### config.mk
export PLATFORM = sky130hd
export DESIGN_NAME = sim_run_ctrl
export DESIGN_NICKNAME = d
export VERILOG_FILES = /design/src/rtl/sim_run_ctrl.sv
export SDC_FILE = /design/constraint.sdc
export NUM_CORES = 1
export LEC_CHECK = 0
export ABC_CLOCK_PERIOD_IN_PS = 4600
export BUFFER_PORTS_ARGS = -buffer_cell sky130_fd_sc_hd__clkbuf_2
export CAP_MARGIN = 20
export CORE_MARGIN = 1.5
export CORE_UTILIZATION = 40
export DETAILED_ROUTE_END_ITERATION = 12
export PLACE_DENSITY = 0.72
export SETUP_SLACK_MARGIN = 0.2
export SLEW_MARGIN = 5
export SYNTH_ARGS = -nofsm -noshare
export SYNTH_HDL_FRONTEND = slang
export SYNTH_SLANG_ARGS = --single-unit
### constraint.sdc
create_clock -name clk -period 4.6 [get_ports clk]
set_clock_uncertainty 0.05 [all_clocks]
set_input_delay 0.46 -clock clk [delete_from_list [all_inputs] [get_ports clk]]
set_output_delay 0.46 -clock clk [all_outputs]
set_load 0.1 [all_outputs]
### src/rtl/sim_run_ctrl.sv
// Bench run sequencer: holds DUT reset, waits a settle interval, then enables
// the test and counts run cycles until done or watchdog timeout.
module sim_run_ctrl #(
    parameter int C_RST_CYCLES     = 16,
    parameter int C_SETTLE_CYCLES  = 4,
    parameter int C_TIMEOUT_CYCLES = 100000,
    parameter int C_CNT_WIDTH      = 32
) (
    input  logic                   clk,
    input  logic                   rst,
    input  logic                   start,
    input  logic                   test_done,
    input  logic                   test_pass,
    output logic                   rst_out,
    output logic                   test_en,
    output logic [C_CNT_WIDTH-1:0] cycle_cnt,
    output logic                   sim_finished,
    output logic                   sim_pass,
    output logic                   sim_timeout
);

    // The phase counter is shared by RESET and SETTLE, so size it for the longer one.
    localparam int PH_MAX      = (C_RST_CYCLES > C_SETTLE_CYCLES) ? C_RST_CYCLES : C_SETTLE_CYCLES;
    localparam int PH_W        = (PH_MAX > 1) ? $clog2(PH_MAX) : 1;
    localparam int SETTLE_LAST = (C_SETTLE_CYCLES > 0) ? C_SETTLE_CYCLES - 1 : 0;

    localparam logic [PH_W-1:0]        RST_END    = PH_W'(C_RST_CYCLES - 1);
    localparam logic [PH_W-1:0]        SETTLE_END = PH_W'(SETTLE_LAST);
    localparam logic [C_CNT_WIDTH-1:0] TO_END     = C_CNT_WIDTH'(C_TIMEOUT_CYCLES - 1);

    typedef enum logic [1:0] {
        ST_RESET,
        ST_SETTLE,
        ST_RUN,
        ST_DONE
    } state_t;

    state_t                 state, state_nxt;
    logic [PH_W-1:0]        phase_cnt, phase_nxt;
    logic                   rst_out_nxt, test_en_nxt;
    logic [C_CNT_WIDTH-1:0] cycle_cnt_nxt;
    logic                   finished_nxt, pass_nxt, timeout_nxt;

    always_ff @(posedge clk) begin
        if (rst) begin
            state        <= ST_RESET;
            phase_cnt    <= '0;
            rst_out      <= 1'b1;
            test_en      <= 1'b0;
            cycle_cnt    <= '0;
            sim_finished <= 1'b0;
            sim_pass     <= 1'b0;
            sim_timeout  <= 1'b0;
        end else begin
            state        <= state_nxt;
            phase_cnt    <= phase_nxt;
            rst_out      <= rst_out_nxt;
            test_en      <= test_en_nxt;
            cycle_cnt    <= cycle_cnt_nxt;
            sim_finished <= finished_nxt;
            sim_pass     <= pass_nxt;
            sim_timeout  <= timeout_nxt;
        end
    end

    // Next-state logic computes the next value of every output register,
    // so each output changes exactly on the edge that changes the state.
    always_comb begin
        state_nxt     = state;
        phase_nxt     = phase_cnt;
        rst_out_nxt   = rst_out;
        test_en_nxt   = test_en;
        cycle_cnt_nxt = cycle_cnt;
        finished_nxt  = sim_finished;
        pass_nxt      = sim_pass;
        timeout_nxt   = sim_timeout;

        case (state)
            ST_RESET: begin
                if (phase_cnt == RST_END) begin
                    phase_nxt   = '0;
                    rst_out_nxt = 1'b0;
                    if (C_SETTLE_CYCLES == 0) begin
                        state_nxt   = ST_RUN;
                        test_en_nxt = 1'b1;
                    end else begin
                        state_nxt = ST_SETTLE;
                    end
                end else begin
                    phase_nxt = phase_cnt + 1'b1;
                end
            end

            ST_SETTLE: begin
                if (phase_cnt == SETTLE_END) begin
                    phase_nxt   = '0;
                    state_nxt   = ST_RUN;
                    test_en_nxt = 1'b1;
                end else begin
                    phase_nxt = phase_cnt + 1'b1;
                end
            end

            // test_done takes priority over the watchdog on the same edge.
            ST_RUN: begin
                cycle_cnt_nxt = cycle_cnt + 1'b1;
                if (test_done) begin
                    state_nxt    = ST_DONE;
                    test_en_nxt  = 1'b0;
                    finished_nxt = 1'b1;
                    pass_nxt     = test_pass;
                    timeout_nxt  = 1'b0;
                end else if (cycle_cnt == TO_END) begin
                    state_nxt    = ST_DONE;
                    test_en_nxt  = 1'b0;
                    finished_nxt = 1'b1;
                    pass_nxt     = 1'b0;
                    timeout_nxt  = 1'b1;
                end
            end

            ST_DONE: begin
                if (start) begin
                    state_nxt     = ST_RESET;
                    phase_nxt     = '0;
                    rst_out_nxt   = 1'b1;
                    test_en_nxt   = 1'b0;
                    cycle_cnt_nxt = '0;
                    finished_nxt  = 1'b0;
                    pass_nxt      = 1'b0;
                    timeout_nxt   = 1'b0;
                end
            end

            default: begin
                state_nxt = ST_RESET;
            end
        endcase
    end

endmodule

==> results.md <==
- VDD IR max: 0.337 mV
- Post-synth ARST share: 0%
- Leak pwr: 1.00 nW
- Via count: 1988
- PD cells: 311 nW/µm²
- Syn_nets: 264
- Hold Path Class: input pin to flip-flop
- Finished Layout Cells: 366
- Max cap viols: 0
- Max Freq: 405 MHz
- Yosys top cell by area: dfxtp_1
- Core area: 5170 µm²
- Most used flip-flop cell after synthesis: dfxtp_1
- Final Hold Viols: 0
- Startpoint types: flip-flop
- # clock sinks: 43
- DR iter-0 viols: 115
- Fillers: 521
- I/O Buffers: 41
- Die height: 76.7 µm
- Arrival time worst endpoint: 2.66 ns
- Dpl cells: 357
- Starting Density: 42.0%
- Reg-to-reg endpoint: cycle_cnt[28]
- Vias in the first global route: 1764
- Mapped Area: 2170 µm²
- Post-Route WL: 4730 µm
- Post-DRT Antenna Nets: 0
- Relative slew margins: 63.8%
- Commonest cells post-synth: dfxtp_1, nor2_1, xor2_1, nand2_1, nand3_1
- Max Root-Sink Buffers: 2
- PostCTS Resize Cnt: 0
- Post-DP HPWL: 3430 µm
- Max Fanout on Critical Path: 12
- Antenna Cells: 0
- Hold Path End: sim_pass
- CTS Hold Bufs: 0
- CP Capture Type: flip-flop
- Site row count: 26
- R2R Path Start: state[1]
- Post-synth EDFFs: 0
- Layout overhead on the synthesized area: 17.2%
- FF/Latch Area: 861 µm²
- Reg clk slew, reported paths: 0.09 ns
- Synthesis-stage register bit count: 43
- Number of antenna violations at the first check in global routing: 0
- First-pass GRT wire length: 7930 µm
- Fin nets: 307
- Die Area: 5880 µm²
- Largest net degree at the start of global routing: 31
- Synth top area cells: dfxtp_1, xor2_1, nor2_1, ha_1, nand4_1
- Worst Path Required: 4.78 ns
- Fin crit period: 2.47 ns
- R2R Setup Slk: 2.13 ns
- Fin Setup TNS: 0 ns
- R2R depth: 6
- Placer Congestion: 0.807
- Status: finished, final reports clean
- Worst Tran Pin Value: 0.527 ns
- Syn avg cell area: 8.62 µm²
- Mapped Cells: 252
- GRT Util Overall: 16.5%
- RSZ-0062 raised after global routing: false
- Grt ovf: 0
- Ratio of cells with drive above 1 in the final layout: 18.6%
- Slew Viols, Final: 0
- Clock Latency Late Sink: 0.30 ns
- Vias/cell: 5.43
- Most numerous cell in the Yosys netlist: dfxtp_1
- H-tree depth: 2
- Clock buffers created by TritonCTS: 5
- CTS root buffer: clkbuf_8
- Instance area after placement: 2450 µm²
- Post-CTS setup buffer count: 0
- Cell area after layout: 2550 µm²
- Hold Startpoint: test_pass
- Share of the synthesized area in the top cell type: 39.6%
- Initial DRT Pass Iterations: 4
- Hold depth: 2
- DRC viols: 0
- Multi-input gate area: 1270 µm²
- I/O Pins: 42
- Wire per inst: 12.9 µm
- Fin Hold WS: 0.367 ns
- Synth warn: 0
- Seq/Total Area, Yosys: 39.6%
- Synth unique cells: 42
- CTS tree: yes
- Kind of critical path: flip-flop to flip-flop
- Period Utilization, post-route: 53.7%
- Setup-failing EPs final: 0
- Die Span X: 76.7 µm
-- per-stage QoR --
step	power [mW]	utilization, %	setup slack [ns]
5_1_grt	0.831	49.2	1.88
3_3_place_gp	0.557	47.3	2.19
2_1_floorplan	0.533	-	1.84
4_1_cts	0.797	48.9	2.08
3_5_place_dp	0.561	47.3	2.11
6_report	0.791	49.2	2.13
-- layer usage --
| layer | global-route usage [%] | part of all wire [%] | vias up |
|---|---|---|---|
| met3 | 3.57 | 3.8 | 5 |
| met5 | 0 | 0 | - |
| met1 | 21.0 | 48 | 943 |
| met4 | 5.56 | 0.85 | 0 |
| li1 | - | - | 999 |
| met2 | 27.6 | 48 | 41 |
-- layout make-up --
type / count / share of cell area, %
clock inverters: 2 / 0.491
flip-flops and latches: 43 / 33.8
clock buffers: 6 / 2.85
repair buffers: 43 / 8.94
multi-input cells: 198 / 49.9
inverters: 4 / 0.590
well taps: 70 / 3.44
-- power breakdown --
part	switching, mW	internal (mW)
combinational	0.112	0.0423
sequential	0.0129	0.387
clock	0.130	0.106
total	0.255	0.536
-- cells in the final DEF, fill, tap and decap left out, types with 3 or more instances in the layout --
master,count
nand3_1,15
inv_1,4
a21oi_1,14
nor3_1,4
o21ai_0,6
nand2b_1,6
o31ai_1,5
nor2_1,33
nand4_1,13
nor2b_1,5
and4_1,3
nand2_1,20
ha_1,7
clkbuf_8,5
xor2_1,21
dfxtp_1,43
and3_1,3
or3_1,4
nor4_1,5
or4_1,3
xnor2_1,5
clkbuf_2,41
-- state kept, by name (all words and copies together) (netlist names) --
signal and count:
sim_timeout 1, cycle_cnt 32, test_en 1, rst_out 1, state 2, sim_finished 1
phase_cnt 4, sim_pass 1
-- critical path: stages, from the launching register on --
cell	delay, ns
dfxtp_1	0.39
ha_1	0.41
mux2i_1	0.27
nor4_4	0.58
nand4_1	0.22
or3_1	0.35
a21oi_1	0.14
-- worst max-delay path by stage --
| stage | from | end | slack, ns | cells after the start |
|---|---|---|---|---|
| after floorplan | cycle_cnt[0] | cycle_cnt[28] | 1.84 | 6 |
| final | state[1] | cycle_cnt[28] | 2.13 | 6 |
| after CTS | state[1] | cycle_cnt[28] | 2.08 | 6 |
| after global routing | state[0] | cycle_cnt[28] | 1.88 | 7 |
| after global placement | state[1] | cycle_cnt[30] | 2.19 | 6 |
| after detailed placement | state[1] | cycle_cnt[28] | 2.11 | 6 |
-- cell families (layout without fill, tap and decap cells) --
kind of cell             Yosys count  after routing  share of synthesized area [%]
AND/OR/NAND/NOR                  126            126                           32.4
flip-flops                        43             43                           39.6
AO/OA/AOI/OAI                     37             37                           10.6
XOR/XNOR                          26             26                           10.5
buffers and inverters             11             55                           1.96
adder cells (fa/ha/maj)            7              7                           4.03
multiplexers                       2              2                          0.921
No activity file was read; power rests on OpenSTA's default activity.
